===== src/rtl/prueba_reloj.sv =====
// prueba_reloj: free-running LED blinker used as a clock/reset sanity
// indicator. A prescaler divides Clock by HALF_PERIOD and emits a one-cycle
// tick. On each tick the LED either toggles (square wave, default build) or
// steps through an 8-phase heartbeat pattern.
//
// Build option: define PRUEBARELOJ_HEARTBEAT_EN to select the heartbeat
// pattern. Without it, the LED is a 50 % duty square wave with a period of
// 2*HALF_PERIOD Clock cycles.
//
// There is no handshake. The block is never idle and never stalled. Led is
// a register output, so it has no combinational path from any input.

module prueba_reloj #(
  parameter int unsigned HALF_PERIOD = 25_000_000,
  parameter int unsigned CNT_W       = (HALF_PERIOD > 1) ? $clog2(HALF_PERIOD) : 1
) (
  input  logic Clock,
  input  logic Reset,
  output logic Led
);

  // HALF_PERIOD of zero would make the prescaler wrap value meaningless.
  if (HALF_PERIOD == 0) begin : g_bad_half_period
    $error("prueba_reloj: HALF_PERIOD must be at least 1");
  end

  // Terminal count of the prescaler.
  localparam logic [CNT_W-1:0] LAST = CNT_W'(HALF_PERIOD - 1);

  logic [CNT_W-1:0] r_cnt;
  logic [CNT_W-1:0] w_cnt_next;
  logic             w_tick;
  logic             r_led;
  logic             w_led_next;

  // Prescaler next value; tick marks the wrap cycle.
  always_comb begin
    w_tick     = (r_cnt == LAST);
    w_cnt_next = w_tick ? '0 : r_cnt + CNT_W'(1);
  end

  // Prescaler register.
  always_ff @(posedge Clock or negedge Reset) begin
    if (!Reset) begin
      r_cnt <= '0;
    end else begin
      r_cnt <= w_cnt_next;
    end
  end

`ifdef PRUEBARELOJ_HEARTBEAT_EN
  // Led is lit in phases 1 and 3 of each 8-phase cycle.
  localparam logic [7:0] PATTERN = 8'b0000_1010;

  logic [2:0] r_phase;
  logic [2:0] w_phase_next;

  // Phase advances on tick. Led takes the pattern bit of the new phase on
  // the same edge, so there is no extra latency after the wrap.
  always_comb begin
    w_phase_next = r_phase;
    w_led_next   = r_led;
    if (w_tick) begin
      w_phase_next = r_phase + 3'd1;
      w_led_next   = PATTERN[w_phase_next];
    end
  end

  // Phase register.
  always_ff @(posedge Clock or negedge Reset) begin
    if (!Reset) begin
      r_phase <= 3'd0;
    end else begin
      r_phase <= w_phase_next;
    end
  end
`else
  // Square wave: flip the LED on every prescaler wrap.
  always_comb begin
    w_led_next = w_tick ? ~r_led : r_led;
  end
`endif

  // LED register. Reset drops the LED without waiting for a Clock edge.
  always_ff @(posedge Clock or negedge Reset) begin
    if (!Reset) begin
      r_led <= 1'b0;
    end else begin
      r_led <= w_led_next;
    end
  end

  assign Led = r_led;

endmodule


===== config.mk =====
export PLATFORM = sky130hd
export DESIGN_NAME = prueba_reloj
export DESIGN_NICKNAME = d
export VERILOG_FILES = /design/src/rtl/prueba_reloj.sv
export SDC_FILE = /design/constraint.sdc
export NUM_CORES = 1
export LEC_CHECK = 0
export ABC_AREA = 1
export CAP_MARGIN = 20
export CORE_UTILIZATION = 31
export DETAILED_ROUTE_END_ITERATION = 16
export PLACE_DENSITY = 0.47
export SETUP_SLACK_MARGIN = 0.4
export SLEW_MARGIN = 10
export SYNTH_ARGS = -nofsm -noshare
export SYNTH_HDL_FRONTEND = slang
export SYNTH_SLANG_ARGS = --single-unit

===== constraint.sdc =====
create_clock -name Clock -period 1.3 [get_ports Clock]
set_input_delay 0.13 -clock Clock [delete_from_list [all_inputs] [get_ports Clock]]
set_output_delay 0.13 -clock Clock [all_outputs]
set_load 0.005 [all_outputs]

==> After elaboration in Yosys (flattened, before gate mapping) <==
Cells that the tools add are included.
W data, S select, Z words.
{ "classes": {"add_sub_neg": 1, "n_lt_le_gt_ge": 0, "n_mux": 1, "n_eq_ne": 1, "n_reduce_logical": 0, "div": 0, "shift": 0, "mul": 0, "n_bitwise": 1} }
{ "op_table": {"columns": ["cell", "count"], "rows": [
  ["$add A25 B1 Y25 const B", 1],
  ["$eq A25 B25 Y1 const B", 1],
  ["$mux W25", 1],
  ["$not A1 Y1", 1]
]} }
{ "word_totals": {"mem_bits_ro": 0, "mem_bits_rw": 0, "in_bits": 2, "memories": 0, "latch_bits": 0, "word_cells": 6, "out_inout_bits": 1, "reg_bits": 26} }

==> Longest topological paths before layout <==
{ "depth": {"ltp_word": 2, "depth_mapped": 8, "ltp_nobuf": 8} }

==> Least setup slack after synthesis <==
No wires, ideal clock.
{ "synth_path": {"kind": "register to register", "startpoint": "reg r_cnt[0]", "endpoint": "reg r_cnt[22]", "slack_ns": 0.019, "synth_period_minus_slack_ns": 1.281, "required_ns": 1.181, "t_arrival_ns": 1.162, "path_buffers": 0, "setup_ns": 0.119, "stages_incl_launch_ff": 9, "cell_sequence": "dfrtp_1 ha_1 nand2_2 nor2_8 nand2_4 nor2_4 nand2_4 nand2_1 nor2_1"} }
{ "synth_via": {"elab_chain_cells": 2, "word_cells_on_any_way": 3, "cone_classes": "add/sub (1); eq/ne (1); mux (1)"} }
{ "synth_rtl": {"columns": ["item", "line", "source"], "rows": [
  ["start: declaration", "30", "logic [CNT_W-1:0] r_cnt;"],
  ["start signal: assignment", "47", "r_cnt <= w_cnt_next;"],
  ["$add A25 B1 Y25 or $eq A25 B25 Y1 (tied branches)", "39, 38", null],
  ["$mux W25 *", "39", "w_cnt_next = w_tick ? '0 : r_cnt + CNT_W'(1);"],
  ["named net w_cnt_next[22]", "31", "logic [CNT_W-1:0] w_cnt_next;"]
]} }
The timed path passes the listed nets; every way through them passes the cells marked *.
A chain may end at the register's enable or synchronous reset.

==> Final worst setup path <==
{ "layout_path": {"startpoint": "reg r_cnt[1]", "endpoint": "reg r_cnt[17]"} }
Same word-level chain as after synthesis.

==> impl_metrics.toml <==
[cts]
cts_sinks = 26
cts_buffers = 3
worstSkewPairLatency_ps = 280
clockBufferDepth = 2
clkSlewWorstSetupHoldPaths_ps = 90
cts_tree = "built"
htree_levels = 1
root_buffer = "clkbuf_8"

[setup_path]
worstPathMaxFanout = 5
start_kind = "flip-flop"
reg2reg_depth = 7
arrival_ps = 1550
path_class = "reg2reg"
crit_path_end_kind = "flip-flop"
cp.required_ps = 1470

[global_routing]
grt_pass1_wl_um = 6600
antenna_found_initial = 0
grt_max_degree = 27
track_usage_pct = 16.1
grt_pass1_vias = 1389
gr-total-overflow = 0

[synthesis]
synth_fp_nets = 226
syn_inst = 223
syn_area_um2 = 1640
yosys_register_bits = 26
yosysSeqAreaShare_pct = 39.7
postSynthAreaPerCell_um2 = 7.36
synth_cell_type_count = 19
yosys_warnings = 0

[timing]
finalClockSkew_ps = 3.40
max_clock_freq_mhz = 723
worst_pin_slew_ps = 207
finalMaxSlewViolations = 0
setup_ws_ps = -83.1
hold_violations = 0
fin_tns_setup_ps = -891
rsz0062_at_grt = "true"
whs_ps = 198
max_slew_margin_pct = 86.0
setup_viol = 16
finalCritPeriodShare_pct = 106
period_minus_slack_ps = 1380

[placed_design]
gp_congestion = 0.808
place_ws_ps = -70.1
numPlacedInstances = 316
dpl.hpwl_um = 2840
portBuffers = 2

[floorplan]
rows = 26
initial_core_util_pct = 32.1
dieArea_um2 = 5590
core_area_um2 = 5110
ios = 3
fp.dieH_um = 74.7
die_w_um = 74.7

[final_layout]
drive_above_1_share_pct = 35.9
finish.cell_count_without_fillers = 332
final_nets = 266
fillCellCount = 530
area_growth_pct = 35.7
n_antenna_cell = 0

[routing]
dr_wl_met3_um = 37
wl_met2_um = 1720
postRouteWirelength_um = 3860
wl_met1_um = 2030
via_per_inst = 4.32
wl_per_cell_um = 11.6
dr.first_iter.drc_count = 40
highest_layer = "met4"
postRouteAntennaNets = 0
drtPass1Iterations = 4
drc = 0
vias = 1433

[power_and_ir_drop]
vdd_drop_max_uv = 330
power.total_mw = 1.38
cellPowerDensity_nw_per_um2 = 621
leakage_nw = 1.10

[outcome]
outcome = "finished with violations"
violations = "setup timing"

[job]
cap_violations = 0

[min_path]
hp-class = "in2async"
layout by cell type (no fill, tap or decap), drive strengths merged:
cell type,netlist,final
o21ai,2,2
dfrtp,26,26
a21oi,5,5
clkdlybuf4s50,0,1
xor2,12,12
nand2,60,61
nor3,2,2
nand3,18,18
ha,1,1
nor2,60,60
clkbuf,0,4
buf,0,33
inv,32,32
and2,1,1
nand4,4,4
flip-flops by register name (all words and copies together), names as in the netlist:
signal and cells:
Led 1, r_cnt 25
layout make-up:
cell class	count	area, µm²	share of cell area (%)
multi-input cells	166	1020	45.8
inverters	32	123	5.51
flip-flops and latches	26	656	29.5
well taps	70	87.6	3.93
repair buffers	34	287	12.9
clock buffers	4	55.1	2.47
cell families after synthesis:
group                      share of synthesized area, %
and+or+nand+nor                                    43.7
buffers and inverters                              7.32
DFF                                                39.7
xor gates and xnor gates                           6.41
AOI/OAI and AO/OA                                  2.13
adders and majority gates                         0.763
cells in the mapped netlist:
cell | count | area, µm²
o21ai_0 | 1 | 5.00
and2_1 | 1 | 6.26
nor3_1 | 2 | 10.0
nand2_2 | 5 | 31.3
inv_2 | 1 | 3.75
nand2_4 | 5 | 56.3
nor2_2 | 3 | 18.8
nor2_8 | 2 | 40.0
nor2_4 | 6 | 67.6
nor2_1 | 49 | 184
a21oi_1 | 5 | 25.0
xor2_1 | 12 | 105
ha_1 | 1 | 12.5
nand4_1 | 4 | 25.0
nand3_1 | 18 | 90.1
nand2_1 | 50 | 188
inv_1 | 31 | 116
o21ai_1 | 1 | 5.00
dfrtp_1 | 26 | 651
where the power goes:
group | internal, mW | leakage (nW) | total, mW | switching [mW]
sequential | 0.808 | 0.342 | 0.808 | 0
combinational | 0.00879 | 0.733 | 0.0260 | 0.0172
clock | 0.272 | 0.0288 | 0.548 | 0.276
total | 1.09 | 1.10 | 1.38 | 0.293
critical path, stage by stage (launching register included):
cell and delay (ps):
dfrtp_1 410, buf_4 130, nand2_2 70, nor2_8 150
nand2_4 80, nor2_4 200, nand2_2 80, xor2_1 150
stage by stage:
step	cell area, µm²	util [%]
3_3_place_gp	1950	38.2
6_report	2230	43.6
3_5_place_dp	1950	38.2
5_1_grt	2230	43.6
4_1_cts	2120	41.6
2_1_floorplan	1670	-
layer usage:
layer	GRT usage, %	vias up
met5	0	-
met4	6.29	0
met3	2.41	5
met2	24.7	6
met1	22.8	662
li1	-	760
worst paths after layout:
check	from	to	slack, ps
worst max-delay path	r_cnt[1]	r_cnt[17]	-80
worst min-delay path	Reset	r_cnt[15]	200
worst max register to register	r_cnt[1]	r_cnt[17]	-80
worst min register to register	Led	Led	510
max in group asynchronous	Reset	r_cnt[7]	930
min in group Clock	Led	Led	510
repair_timing:
action,CTS,global route
endpoints found under the setup margin,27,27
hold buffers,0,0
buffers inserted,7,4
resized for setup,22,23
gates cloned,1,0
pin swaps,11,18
(Power assumes the default switching activity.)
